File: src/rtl/pwm_pkg.sv
// ---------------------------------------------------------------------------
// pwm_pkg : shared constants and duty clamp helper for the PWM channel bank
// Revision: 1.0
// ---------------------------------------------------------------------------
`default_nettype none

package pwm_pkg;

  localparam int MODE_EDGE   = 0;
  localparam int MODE_CENTER = 1;

  localparam logic DIR_UP   = 1'b0;
  localparam logic DIR_DOWN = 1'b1;

  // Saturates a signed value into the unsigned range [0, 2^width-1].
  function automatic int clamp_duty(input int value, input int width);
    int max_v;
    max_v = (1 << width) - 1;
    if (value < 0) begin
      return 0;
    end else if (value > max_v) begin
      return max_v;
    end else begin
      return value;
    end
  endfunction

endpackage

`default_nettype wire

File: src/rtl/pwm_channel.sv
// ---------------------------------------------------------------------------
// pwm_channel : one PWM output with shadow/active duty and registered output
// Revision: 1.0
// ---------------------------------------------------------------------------
`default_nettype none

module pwm_channel
  import pwm_pkg::*;
#(
  parameter int WIDTH  = 10,
  parameter int OFFSET = 0,
  parameter int CENTER = MODE_EDGE
) (
  input  logic             clk_i,
  input  logic             rst_i,
  input  logic             enable_i,
  input  logic [WIDTH-1:0] counter_i,
  input  logic             boundary_i,
  input  logic             pending_i,
  input  logic             load_i,
  input  logic [WIDTH-1:0] duty_i,
  input  logic             invert_i,
  output logic             pwm_o
);

  localparam logic signed [WIDTH+1:0] C_OFFSET = (WIDTH+2)'(OFFSET);
  localparam logic [WIDTH-1:0]        C_MAX    = {WIDTH{1'b1}};

  logic [WIDTH-1:0]        shadow_q;
  logic [WIDTH-1:0]        active_q;
  logic                    pwm_q;
  logic signed [WIDTH+1:0] w_sum;
  logic [WIDTH-1:0]        w_clamped;
  logic                    w_raw;

  assign w_sum     = $signed({2'b00, duty_i}) + C_OFFSET;
  assign w_clamped = WIDTH'(clamp_duty(int'(w_sum), WIDTH));

  // Full-scale duty in center mode never reaches the counter peak, so force it high.
  assign w_raw = (counter_i < active_q) ||
                 ((CENTER == MODE_CENTER) && (active_q == C_MAX));

  always_ff @(posedge clk_i) begin
    if (rst_i) begin
      shadow_q <= '0;
      active_q <= '0;
      pwm_q    <= invert_i;
    end else begin
      if (boundary_i && pending_i) begin
        active_q <= shadow_q;
      end
      if (load_i) begin
        shadow_q <= w_clamped;
      end
      pwm_q <= enable_i ? (w_raw ^ invert_i) : invert_i;
    end
  end

  assign pwm_o = pwm_q;

endmodule

`default_nettype wire

File: src/rtl/pwm_channel_bank.sv
// ---------------------------------------------------------------------------
// pwm_channel_bank : shared prescaler/period counter driving CHANNELS PWM outputs
// Revision: 1.0
// ---------------------------------------------------------------------------
`default_nettype none

module pwm_channel_bank
  import pwm_pkg::*;
#(
  parameter int                  CHANNELS = 6,
  parameter int                  WIDTH    = 10,
  parameter int                  OFFSET   = 0,
  parameter int                  PRESCALE = 1,
  parameter int                  CENTER   = MODE_EDGE,
  parameter logic [CHANNELS-1:0] INVERT   = '0
) (
  input  logic                      CLOCK_50,
  input  logic                      reset,
  input  logic                      enable,
  input  logic [CHANNELS*WIDTH-1:0] duty_in,
  input  logic                      load,
  output logic [CHANNELS-1:0]       pwm_out,
  output logic                      period_start,
  output logic                      pending
);

  localparam int               PW        = (PRESCALE > 1) ? $clog2(PRESCALE) : 1;
  localparam logic [PW-1:0]    C_PS_LAST = PW'(PRESCALE - 1);
  localparam logic [WIDTH-1:0] C_MAX     = {WIDTH{1'b1}};

  logic [PW-1:0]    presc_q, presc_d;
  logic [WIDTH-1:0] cnt_q, cnt_d;
  logic             dir_q, dir_d;
  logic             pending_q;
  logic             period_start_q;
  logic             w_tick;
  logic             w_boundary;

  always_comb begin
    presc_d = presc_q;
    cnt_d   = cnt_q;
    dir_d   = dir_q;
    w_tick  = (presc_q == C_PS_LAST);
    if (w_tick) begin
      presc_d = '0;
      if (CENTER == MODE_CENTER) begin
        cnt_d = (dir_q == DIR_DOWN) ? (cnt_q - WIDTH'(1)) : (cnt_q + WIDTH'(1));
        if (cnt_d == C_MAX) begin
          dir_d = DIR_DOWN;
        end else if (cnt_d == '0) begin
          dir_d = DIR_UP;
        end
      end else begin
        cnt_d = cnt_q + WIDTH'(1);
      end
    end else begin
      presc_d = presc_q + PW'(1);
    end
    // The counter sitting at 0 after reset/enable is not a boundary; only an arrival is.
    w_boundary = enable && w_tick && (cnt_d == '0) && (cnt_q != '0);
  end

  always_ff @(posedge CLOCK_50) begin
    if (reset) begin
      presc_q        <= '0;
      cnt_q          <= '0;
      dir_q          <= DIR_UP;
      period_start_q <= 1'b0;
    end else if (!enable) begin
      presc_q        <= '0;
      cnt_q          <= '0;
      dir_q          <= DIR_UP;
      period_start_q <= 1'b0;
    end else begin
      presc_q        <= presc_d;
      cnt_q          <= cnt_d;
      dir_q          <= dir_d;
      period_start_q <= w_boundary;
    end
  end

  // A load coinciding with a boundary keeps pending set for the freshly captured set.
  always_ff @(posedge CLOCK_50) begin
    if (reset) begin
      pending_q <= 1'b0;
    end else if (load) begin
      pending_q <= 1'b1;
    end else if (w_boundary) begin
      pending_q <= 1'b0;
    end
  end

  for (genvar gi = 0; gi < CHANNELS; gi++) begin : g_chan
    pwm_channel #(
      .WIDTH (WIDTH),
      .OFFSET(OFFSET),
      .CENTER(CENTER)
    ) u_chan (
      .clk_i     (CLOCK_50),
      .rst_i     (reset),
      .enable_i  (enable),
      .counter_i (cnt_q),
      .boundary_i(w_boundary),
      .pending_i (pending_q),
      .load_i    (load),
      .duty_i    (duty_in[gi*WIDTH +: WIDTH]),
      .invert_i  (INVERT[gi]),
      .pwm_o     (pwm_out[gi])
    );
  end

  assign period_start = period_start_q;
  assign pending      = pending_q;

endmodule

`default_nettype wire

File: config.mk
export PLATFORM = sky130hd
export DESIGN_NAME = pwm_channel_bank
export DESIGN_NICKNAME = d
export VERILOG_FILES = /design/src/rtl/pwm_pkg.sv /design/src/rtl/pwm_channel.sv /design/src/rtl/pwm_channel_bank.sv
export SDC_FILE = /design/constraint.sdc
export NUM_CORES = 1
export LEC_CHECK = 0
export ABC_AREA = 1
export CAP_MARGIN = 20
export CELL_PAD_IN_SITES_DETAIL_PLACEMENT = 1
export CELL_PAD_IN_SITES_GLOBAL_PLACEMENT = 1
export CORE_ASPECT_RATIO = 0.8
export CORE_MARGIN = 3
export CORE_UTILIZATION = 34
export DETAILED_ROUTE_END_ITERATION = 10
export DONT_BUFFER_PORTS = 1
export PLACE_DENSITY = 0.63
export SETUP_SLACK_MARGIN = 0.1
export SYNTH_ARGS = -nofsm -noshare
export SYNTH_HDL_FRONTEND = slang
export SYNTH_SLANG_ARGS = --single-unit
File: constraint.sdc
create_clock -name CLOCK_50 -period 2.4 [get_ports CLOCK_50]
set_input_delay 0.48 -clock CLOCK_50 [delete_from_list [all_inputs] [get_ports CLOCK_50]]
set_output_delay 0.48 -clock CLOCK_50 [all_outputs]
set_load 0.01 [all_outputs]
==> key figures <==
Synth
  – Mapped Cells: 999
  – Post-synth top area cell: dfxtp_1
  – Post-synthesis cell area: 7220 um^2
  – Synth unique cells: 27
  – YS warnings: 0
  – Largest cells by area after synthesis: dfxtp_1 (39%), inv_1 (10%), ha_1 (9.7%), nand2_1 (6.4%), a21oi_1 (6.1%)
  – Syn_nets: 1119
  – Post-synthesis sequential area ratio: 0.385
  – Synth top area share: 0.385
  – Synthesized area per cell: 7.23 um^2
  – Seq cells post-synth: 139

Worst setup path
  – CP max FO: 22
  – Arr. time, crit path: 2.44 ns
  – Worst EP required: 2.71 ns
  – WS Path Type: register to register
  – Reg2Reg Setup Slack: 0.28 ns
  – Worst reg2reg path endpoint: g_chan[5].u_chan.active_q[1]
  – Critical path endpoint category: register
  – Worst R2R Path Depth: 11
  – Startpoint class of the critical path: register
  – RR Startpoint: cnt_q[0]

Detailed routing
  – Vias: 5902
  – Antenna-violating nets left: 0
  – 1st-iter DRT viols: 201
  – Drt pass-1 iters: 4
  – Routed WL: 18.3 mm
  – Post-DR vias/cell: 4.65
  – Post-DR wirelength/cell: 14.5 um
  – DRC: 0

Hold path
  – Hold path depth: 1
  – Path type of the worst min-delay path: input pin to register
  – Worst Hold End: pending
  – Hold Crit Start: reset

Placed design
  – Hpwl dp: 12.5 mm
  – PortBufs: 0
  – RD Place Congestion: 0.779

Global routing
  – Vias in the first global route: 5952
  – First-pass GRT wire length: 29.6 mm
  – Antenna violations before repair: 0
  – Gr usage total: 0.162
  – GRT overflow: 0
  – Largest net degree at the start of global routing: 95

Timing
  – Worst-margin pin slew: 0.765 ns
  – Endpoints failing setup: 0
  – Final Hold Violating Endpoints: 0
  – Top achievable clock speed: 471 MHz
  – Post-route setup TNS: 0 ns
  – Final period util: 0.885
  – Clock skew: 0.00996 ns
  – Slew Limit Fails: 0
  – Relative slew slack: 0.489
  – Tmin final: 2.12 ns
  – Unrepaired setup endpoints after global routing: false

Cells and area
  – Most frequent cells in the layout: inv_1 (196), dfxtp_1 (138), nand2_1 (123), nor2_1 (102), a21oi_1 (88)
  – Commonest non-fill, non-tap cell in the layout: inv_1
  – Antenna cells: 0
  – Layout cells sized above 1: 0.136
  – Area Overhead vs Synth: 12.5%
  – Layout net count: 1108

Floorplanning
  – IO Pins: 72
  – Die width: 169 um
  – Core area: 20800 um^2
  – Starting Density: 0.348
  – Die Y: 136 um
  – Total Die Area: 23000 um^2
  – Rows: 47

Clock network
  – TritonCTS clock tree: done
  – Clock root cell: clkbuf_16
  – Clock Path Buffers: 2
  – Post-CTS setup buffer count: 0
  – Worst skew pair latency: 0.42 ns
  – CTS Buf Count: 17
  – Clk sink count: 139
  – Htree depth: 4
  – Reg clk slew, reported paths: 0.06 ns

Power and ir drop
  – Static leakage: 3.61 nW
  – Peak VDD IR: 0.413 mV
  – Power Dens Cells: 671 nW/um^2
  – Overall Power: 5.45 mW

Flow run
  – Max cap viols: 0

Outcome
  – Status: finished clean
[metal layers]
metal	part of all wire	vias up	GRT usage
li1	-	3072	-
met1	0.47	2769	0.203
met2	0.49	48	0.285
met3	0.022	13	0.0352
met4	0.010	0	0.0404
met5	0	-	0
[what timing repair did]
| action | 4_1_cts | 5_1_grt |
|---|---|---|
| resized for setup | 0 | 3 |
| hold buffers | 0 | 0 |
| endpoints found under the setup margin | 0 | 57 |
| hold endpoints to repair | 0 | 0 |
[metrics by stage]
step	std cells	util	setup slack, ns	hold WS [ns]	area, um^2
after floorplan	999	-	0.412	0.430	7220
after global placement	1237	0.360	0.370	0.445	7480
after detailed placement	1237	0.360	0.262	0.451	7480
after CTS	1268	0.390	0.219	0.0978	8090
after global routing	1269	0.392	0.0927	0.101	8130
final	1269	0.392	0.277	0.120	8130
[kinds of logic after synthesis]
logic type      count (synthesis)  share of synthesized area
flops                         139                      0.385
simple gates                  371                      0.236
fa+ha+maj                      56                     0.0970
xor+xnor                        1                    0.00225
other cells                     1                   0.000519
buf+inv                       256                      0.150
compound gates                175                      0.129
[registers in the layout (all words and copies together), names as in the netlist]
| name | count |
|---|---|
| cnt_q | 10 |
| pending | 1 |
| g_chan.u_chan.pwm_o | 6 |
| period_start | 1 |
| g_chan.u_chan.shadow_q | 60 |
| g_chan.u_chan.active_q | 60 |
| presc_q | 1 |
[cell type report]
cell class                      instances  area, um^2
Tap cell                              269         337
Timing Repair Buffer                   24         277
Multi-Input combinational cell        604        3360
Fill cell                            2579       12600
Clock inverter                         11         144
Sequential cell                       139        2780
Clock buffer                           20         467
Inverter                              202         761
[critical path: stages, from the launching register on]
cell     delay, ns
dfxtp_1       0.41
inv_1         0.09
ha_1          0.29
o21ai_1       0.18
nand2_1       0.10
nor2_1        0.14
nand3_2       0.12
nor2_4        0.22
buf_12        0.22
nand3_1       0.11
nand2_1       0.08
nor2_1        0.04
[synthesized netlist by cell type]
cell       count
a21boi_0       6
a21oi_1       88
buf_1          9
buf_2          3
buf_4          8
buf_6         12
clkbuf_1      22
conb_1         1
dfxtp_1      139
ha_1          56
inv_1        198
inv_2          4
nand2_1      123
nand2_2       63
nand3_1       69
nand3_2        3
nand3_4        1
nand3b_1       1
nand4_1        3
nor2_1       102
nor2_2         3
nor2_4         2
o2111ai_1      6
o211ai_1       6
o21ai_0       69
or2_2          1
xnor2_2        1
[worst max-delay path by stage]
stage          cells past startpoint  slack, ns                            to      from
2_1_floorplan                     11       0.41  g_chan[0].u_chan.active_q[6]  cnt_q[1]
3_3_place_gp                      11       0.37  g_chan[5].u_chan.active_q[0]  cnt_q[0]
3_5_place_dp                      11       0.26  g_chan[5].u_chan.active_q[0]  cnt_q[0]
4_1_cts                           11       0.22  g_chan[5].u_chan.active_q[1]  cnt_q[0]
5_1_grt                           12       0.09  g_chan[1].u_chan.active_q[7]  cnt_q[3]
6_report                          11       0.28  g_chan[5].u_chan.active_q[1]  cnt_q[0]
[power by group]
part	total [mW]	switching (mW)	internal, mW
clock network	2.74	1.04	1.71
logic	0.292	0.198	0.0935
registers	2.42	0.0333	2.39
total	5.45	1.27	4.19
No activity file was read; power rests on OpenSTA's default activity.
